<file path="config.mk">
export PLATFORM = sky130hd
export DESIGN_NAME = shift_sequencer
export DESIGN_NICKNAME = d
export VERILOG_FILES = /design/src/rtl/shift_seq_pkg.sv /design/src/rtl/shift_seq_core.sv /design/src/rtl/shift_sequencer.sv
export SDC_FILE = /design/constraint.sdc
export NUM_CORES = 1
export LEC_CHECK = 0
export CAP_MARGIN = 10
export CORE_MARGIN = 10
export CORE_UTILIZATION = 39
export CTS_CLUSTER_SIZE = 24
export DETAILED_ROUTE_END_ITERATION = 12
export PLACE_DENSITY = 0.77
export SLEW_MARGIN = 20
export SYNTH_ARGS = -nofsm -noshare
export SYNTH_HDL_FRONTEND = slang
export SYNTH_SLANG_ARGS = --single-unit
export TNS_END_PERCENT = 1
</file>
<file path="constraint.sdc">
create_clock -name clk -period 1.4 [get_ports clk]
set_input_delay 0.14 -clock clk [delete_from_list [all_inputs] [get_ports clk]]
set_output_delay 0.14 -clock clk [all_outputs]
set_load 0.1 [all_outputs]
</file>
<file path="src/rtl/shift_seq_pkg.sv">
// Shared encodings for the shift sequencer: shift modes and FSM states.
package shift_seq_pkg;

  localparam logic [1:0] MODE_SHL  = 2'b00;
  localparam logic [1:0] MODE_SHR  = 2'b01;
  localparam logic [1:0] MODE_ROTL = 2'b10;
  localparam logic [1:0] MODE_ROTR = 2'b11;

  localparam logic [1:0] ST_IDLE = 2'd0;
  localparam logic [1:0] ST_RUN  = 2'd1;
  localparam logic [1:0] ST_DONE = 2'd2;

  // Right-moving modes (SHR, ROTR) shift bit 0 out first.
  function automatic logic mode_is_right(input logic [1:0] m);
    return m[0];
  endfunction

endpackage

</file>
<file path="src/rtl/shift_seq_core.sv">
// WIDTH-bit pattern register with load / one-step shift / hold.
// fill is only used by the zero-fill modes; rotates recirculate the outgoing bit.
module shift_seq_core
  import shift_seq_pkg::*;
#(
  parameter int               WIDTH     = 10,
  parameter logic [WIDTH-1:0] RESET_VAL = '0
) (
  input  logic             clk,
  input  logic             rst,
  input  logic             load_en,
  input  logic [WIDTH-1:0] load_data,
  input  logic             shift_en,
  input  logic [1:0]       mode,
  input  logic             fill,
  output logic [WIDTH-1:0] seq
);

  logic [WIDTH-1:0] shifted;

  // Next value after one shift step in the selected mode.
  always_comb begin
    shifted = seq;
    case (mode)
      MODE_SHL:  shifted = {seq[WIDTH-2:0], fill};
      MODE_SHR:  shifted = {fill, seq[WIDTH-1:1]};
      MODE_ROTL: shifted = {seq[WIDTH-2:0], seq[WIDTH-1]};
      MODE_ROTR: shifted = {seq[0], seq[WIDTH-1:1]};
    endcase
  end

  // Pattern register; the controller never requests load and shift together.
  always_ff @(posedge clk or posedge rst) begin
    if (rst)
      seq <= RESET_VAL;
    else if (load_en)
      seq <= load_data;
    else if (shift_en)
      seq <= shifted;
  end

endmodule

</file>
<file path="src/rtl/shift_sequencer.sv">
// Loadable shift/rotate register with a run controller.
// Optional feature: define SHIFT_SEQ_SERIAL_IN_EN to add a serial_in port that
// feeds the fill bit of the zero-fill modes.
// The register output is named seq because "sequence" is a reserved word.
//
//  state   | meaning
//  --------+-----------------------------------------------------------
//  ST_IDLE | after reset; accepts load and start
//  ST_RUN  | one shift per unpaused clock until NUM_SHIFTS are done
//  ST_DONE | run complete; holds result, accepts load and start again
module shift_sequencer
  import shift_seq_pkg::*;
#(
  parameter int               WIDTH      = 10,
  parameter int               NUM_SHIFTS = WIDTH,
  parameter logic [WIDTH-1:0] RESET_VAL  = '0,
  parameter int               CNT_W      = $clog2(NUM_SHIFTS + 1)
) (
  input  logic             clk,
  input  logic             rst,
  input  logic             load,
  input  logic [WIDTH-1:0] load_data,
  input  logic             start,
  input  logic             pause,
  input  logic [1:0]       mode,
`ifdef SHIFT_SEQ_SERIAL_IN_EN
  input  logic             serial_in,
`endif
  output logic [WIDTH-1:0] seq,
  output logic             serial_out,
  output logic             busy,
  output logic             done,
  output logic [CNT_W-1:0] shift_cnt
);

  logic [1:0] state;
  logic [1:0] mode_q;
  logic       accepting;
  logic       do_load;
  logic       do_start;
  logic       do_shift;
  logic       last_shift;
  logic       fill;

  // Any non-RUN state (including an unreachable encoding) behaves like IDLE.
  assign accepting  = (state != ST_RUN);
  assign do_load    = accepting && load;
  assign do_start   = accepting && start;
  assign do_shift   = !accepting && !pause;
  assign last_shift = do_shift && (shift_cnt == CNT_W'(NUM_SHIFTS - 1));

`ifdef SHIFT_SEQ_SERIAL_IN_EN
  assign fill = serial_in;
`else
  assign fill = 1'b0;
`endif

  assign serial_out = mode_is_right(mode_q) ? seq[0] : seq[WIDTH-1];

  shift_seq_core #(
    .WIDTH     (WIDTH),
    .RESET_VAL (RESET_VAL)
  ) u_core (
    .clk       (clk),
    .rst       (rst),
    .load_en   (do_load),
    .load_data (load_data),
    .shift_en  (do_shift),
    .mode      (mode_q),
    .fill      (fill),
    .seq       (seq)
  );

  // Run controller: start from IDLE/DONE, finish on the final unpaused shift.
  always_ff @(posedge clk or posedge rst) begin
    if (rst) begin
      state  <= ST_IDLE;
      mode_q <= MODE_SHL;
      busy   <= 1'b0;
      done   <= 1'b0;
    end else begin
      case (state)
        ST_RUN: begin
          if (last_shift) begin
            state <= ST_DONE;
            busy  <= 1'b0;
            done  <= 1'b1;
          end
        end
        default: begin
          if (start) begin
            state  <= ST_RUN;
            mode_q <= mode;
            busy   <= 1'b1;
            done   <= 1'b0;
          end
        end
      endcase
    end
  end

  // Shifts completed in the current or most recent run.
  always_ff @(posedge clk or posedge rst) begin
    if (rst)
      shift_cnt <= '0;
    else if (do_start)
      shift_cnt <= '0;
    else if (do_shift)
      shift_cnt <= shift_cnt + CNT_W'(1);
  end

endmodule

</file>
# [Word level (Yosys, flattened, before mapping)]
# Index checks and enable logic that the tools add are counted.
[totals] register_bits=20 out_inout_bits=17
[op_classes] eq_ne=7 bitwise_logic=1 mux=15 add_sub_neg=1 reduce_logical=12
[op_table] op="one-hot mux 10 bit (4 select lines)" count=1
[op_table] op="2-to-1 mux 10 bit" count=2
[op_table] op="2-to-1 mux 4 bit" count=2
[op_table] op="2-to-1 mux 1 bit" count=7
[op_table] op="2-to-1 mux 2 bit" count=3
[op_table] op="nonzero test 2 bit" count=3
[op_table] op="adder 4 x 1 -> 4 bit, second input constant" count=1
[op_table] op="== test 2 x 1 -> 1 bit, second input constant" count=2
[op_table] op="== test 2 bit, second input constant" count=2
[op_table] op="== test 4 bit, second input constant" count=1
[op_table] op="logical AND 1 bit" count=4
[op_table] op="AND reduction 2 bit" count=2
[op_table] op="logical NOT 1 bit" count=2
[op_table] op="logical NOT 2 bit" count=1
[op_table] op="inequality test 2 x 1 -> 1 bit, second input constant" count=1
[op_table] op="inequality test 2 bit, second input constant" count=1
[op_table] op="inverter 1 bit" count=1

# [Logic depth before layout (Yosys ltp)]
[logic_depth] depth_word=6 mapped_depth=4 mapped_depth_nobuf=4

# [Modules after synthesis]
# A second synthesis with hierarchy kept.
[unflattened] hier_cells=97 hier_area_um2=1003.5
[by_module_without_submodules] mod="shift_seq_core" cells_each=62 area_per_inst_um2=603.1 n_inst=1
[by_module_without_submodules] mod="shift_sequencer" cells_each=35 area_per_inst_um2=400.4 n_inst=1

# [Least setup slack after synthesis]
# No wires, ideal clock.
[synth_timing] kind="reg-to-reg" start="register, netlist name done" end="register u_core.seq[9]" stages_incl_launch_ff=5 t_arrival_ns=1.816 synth_period_minus_slack_ns=1.939 n_path_buf=1 slack_ns=-0.539 cell_sequence="dfrtp_1 -> nand2b_4 -> buf_6 -> nand2_1 -> o221a_2"
[synth_rtl] element="end signal, assigned" line_no="shift_seq_core.sv:37" rtl="seq <= load_data;"
[synth_rtl] element="end signal, assigned" line_no="shift_seq_core.sv:39" rtl="seq <= shifted;"
[synth_rtl] element="end, declared" line_no="shift_seq_core.sv:16" rtl="output logic [WIDTH-1:0] seq"

==> qor.json <==
{
  "synth": {
    "synth.largest_area_cell": "sky130_fd_sc_hd__dfrtp_1",
    "synthCells": 82,
    "ys_seq_elements": 18,
    "synth.net_count": 101,
    "synth.top_cells.by_area": "sky130_fd_sc_hd__dfrtp_1 47%, sky130_fd_sc_hd__o221a_2 11%, sky130_fd_sc_hd__mux2i_1 9.4%, sky130_fd_sc_hd__mux2_2 4.7%, sky130_fd_sc_hd__nand2_1 3.9%",
    "yosys.area.top_type_share_pct": 47.00,
    "yosys_warnings": 0,
    "number_of_distinct_library_cells_after_synthesis": 27,
    "post_synthesis_area_per_instance_um2": 11.69,
    "cell_area_synth_um2": 958.4,
    "ys_seq_area_share_pct": 47.00
  },
  "critical_path": {
    "rr_worst_depth": 3,
    "arrival_ns": 1.63,
    "element_type_at_the_critical_path_start": "flip-flop",
    "setup.reg_to_reg.worst_slack_ns": -0.01,
    "worst_r2r_startpoint": "done",
    "critPathCaptureType": "flip-flop",
    "timing.critical_path.fanout_max": 9,
    "worst_ep_required_ns": 1.62,
    "crit-reg2reg-capture": "shift_cnt[3]",
    "criticalPathCategory": "flip-flop to flip-flop"
  },
  "worst_hold_path": {
    "hp-class": "input port to asynchronous set/reset pin"
  },
  "die": {
    "dieHeight_um": 69.58,
    "design.portCount": 34,
    "initial_standard_cell_utilization_of_the_core_pct": 42.11,
    "die_w_um": 69.58,
    "placement_rows": 17,
    "coreArea_um2": 2276,
    "die-area_um2": 4841
  },
  "route": {
    "detailed_route_wire_length_mm": 2.739,
    "drtAntennaViolNets": 0,
    "detail_route.first_pass.iterations": 4,
    "detail_route.wl_per_cell_um": 17.79,
    "drt-vias-per-instance": 5.442,
    "num_vias": 838,
    "detail_route.iter0.violations": 46,
    "drcViolationCount": 0
  },
  "place": {
    "buffer_ports.inserted": 33,
    "placed_insts": 148,
    "place_congestion": 0.8140,
    "hpwlAfterDp_mm": 2.085
  },
  "clock_network": {
    "cts.hold.buffers_added": 0,
    "clock_tree.root_cell": "sky130_fd_sc_hd__clkbuf_4",
    "cts_num_sinks": 18,
    "cts_made_buffers": 3,
    "insertion_delay_ns": 0.28,
    "cts_tree": "done",
    "htreeDepth": 1,
    "max-clock-path-buffers": 2,
    "clk_pin_slew_ns": 0.11
  },
  "cells_and_area": {
    "antenna-diode-count": 0,
    "areaGrowthSynthToFinish_pct": 69.84,
    "finalNonFillerCells": 154,
    "nets": 146,
    "fill_cells": 158,
    "layout-drive-gt1-share_pct": 45.24
  },
  "global_route": {
    "initial_antenna_violation_count": 0,
    "grt_max_degree": 19,
    "grt_util_all_layers_pct": 10.71,
    "gr-total-overflow": 0,
    "first_pass_grt_wire_length_mm": 4.409,
    "first_global_vias": 862
  },
  "timing": {
    "timing.clock.skew_ns": 0.002779,
    "pin_slew_with_the_least_headroom_to_its_limit_ns": 0.3162,
    "period_share_pct": 100.8,
    "setup_viol_count_final": 1,
    "finalWorstPathRequiredPeriod_ns": 1.411,
    "grt_setup_unrepaired": "yes",
    "maxClockFrequency_mhz": 708.6,
    "setup_total_neg_slack_ns": -0.01130,
    "fin_ws_ns": -0.01130,
    "worst_slew_margin_rel_pct": 78.62,
    "slew_viol_final": 0,
    "final_hold_vios": 0
  },
  "status": {
    "failed_checks": "setup timing",
    "run_status": "finished with violations"
  },
  "job": {
    "max_cap_violations": 0
  }
}
==> cells by family (layout without fill, tap and decap cells) <==
| logic type | Yosys count | after routing | synth area share (%) |
|---|---|---|---|
| mux | 13 | 13 | 14.10 |
| buf+inv | 7 | 51 | 3.916 |
| simple gates | 22 | 22 | 13.84 |
| compound gates | 19 | 19 | 17.62 |
| fa+ha+maj | 2 | 2 | 2.611 |
| flops | 18 | 18 | 47.00 |
| xor+xnor | 1 | 1 | 0.9140 |
==> registers in the layout, summed over array words and instances, names as in the netlist <==
| register | flops |
|---|---|
| mode_q | 2 |
| state | 1 |
| u_core.seq | 10 |
| shift_cnt | 4 |
| done | 1 |
==> cells in the mapped netlist, drive strengths merged <==
master	number
nor3	1
o31ai	1
nand4b	1
nand2	10
xnor2	1
mux2i	9
nor4bb	1
dfrtp	18
or4	1
a21oi	3
o221a	9
a221oi	1
nor3b	2
a22o	1
nand3	3
mux2	4
inv	3
ha	2
nand2b	2
and3b	1
o21ai	1
buf	4
a21boi	1
a21o	2
==> cell type report <==
cell class	instances	area [um^2]	area share [%]
clock buffer	4	36.28	2.229
inverter	3	11.26	0.6918
multi-input combinational	57	496.7	30.51
sequential	18	461.7	28.36
tap	28	35.03	2.152
timing repair buffer	44	586.8	36.05
==> stage by stage <==
stage	cell area, um^2	util [%]	hold slack (ns)	setup WS (ns)
after floorplan	969.7	-	0.07818	-0.1962
after global placement	1546	67.95	0.4775	-0.02198
after detailed placement	1546	67.95	0.4906	-0.1267
after CTS	1584	69.60	0.1795	0.002064
after global routing	1628	71.52	0.1783	-0.03226
final	1628	71.52	0.1700	-0.01130
==> cell usage in the layout, fill, tap and decap left out, drive strengths merged, types with 3 or more instances in the layout <==
master | synthesis | routed
mux2i | 9 | 9
a21oi | 3 | 3
clkbuf | 0 | 4
o221a | 9 | 9
nand2 | 10 | 10
mux2 | 4 | 4
clkdlybuf4s50 | 0 | 16
dfrtp | 18 | 18
buf | 4 | 28
nand3 | 3 | 3
inv | 3 | 3
==> critical path, cell delays in order (launching register included) <==
cell and delay, ns:
sky130_fd_sc_hd__dfrtp_4 0.54, sky130_fd_sc_hd__nand2b_4 0.20, sky130_fd_sc_hd__or4_1 0.48, sky130_fd_sc_hd__a21boi_1 0.13
==> how the worst max path moves through the flow <==
| stage | startpoint | endpoint | depth (start not counted) |
|---|---|---|---|
| 6_report | done | shift_cnt[3] | 3 |
| 3_3_place_gp | pause | shift_cnt[3] | 4 |
| 4_1_cts | shift_cnt[0] | shift_cnt[2] | 4 |
| 5_1_grt | done | state[0] | 4 |
| 2_1_floorplan | done | shift_cnt[3] | 4 |
| 3_5_place_dp | pause | shift_cnt[2] | 5 |
==> metal layers <==
layer	track usage [%]	vias to the layer above	routed length, um
met3	4.708	2	210
met4	1.330	0	8
li1	-	398	-
met1	13.50	407	1261
met2	16.73	31	1259
met5	0	-	0
==> timing repair <==
action,in CTS,in global routing
resized for setup,1,6
setup endpoints to repair,1,13
buffers inserted,0,2
pin swaps,0,1
Power is not shown: default switching activity piles up to over one toggle a cycle in this logic, so the estimate is an artifact.
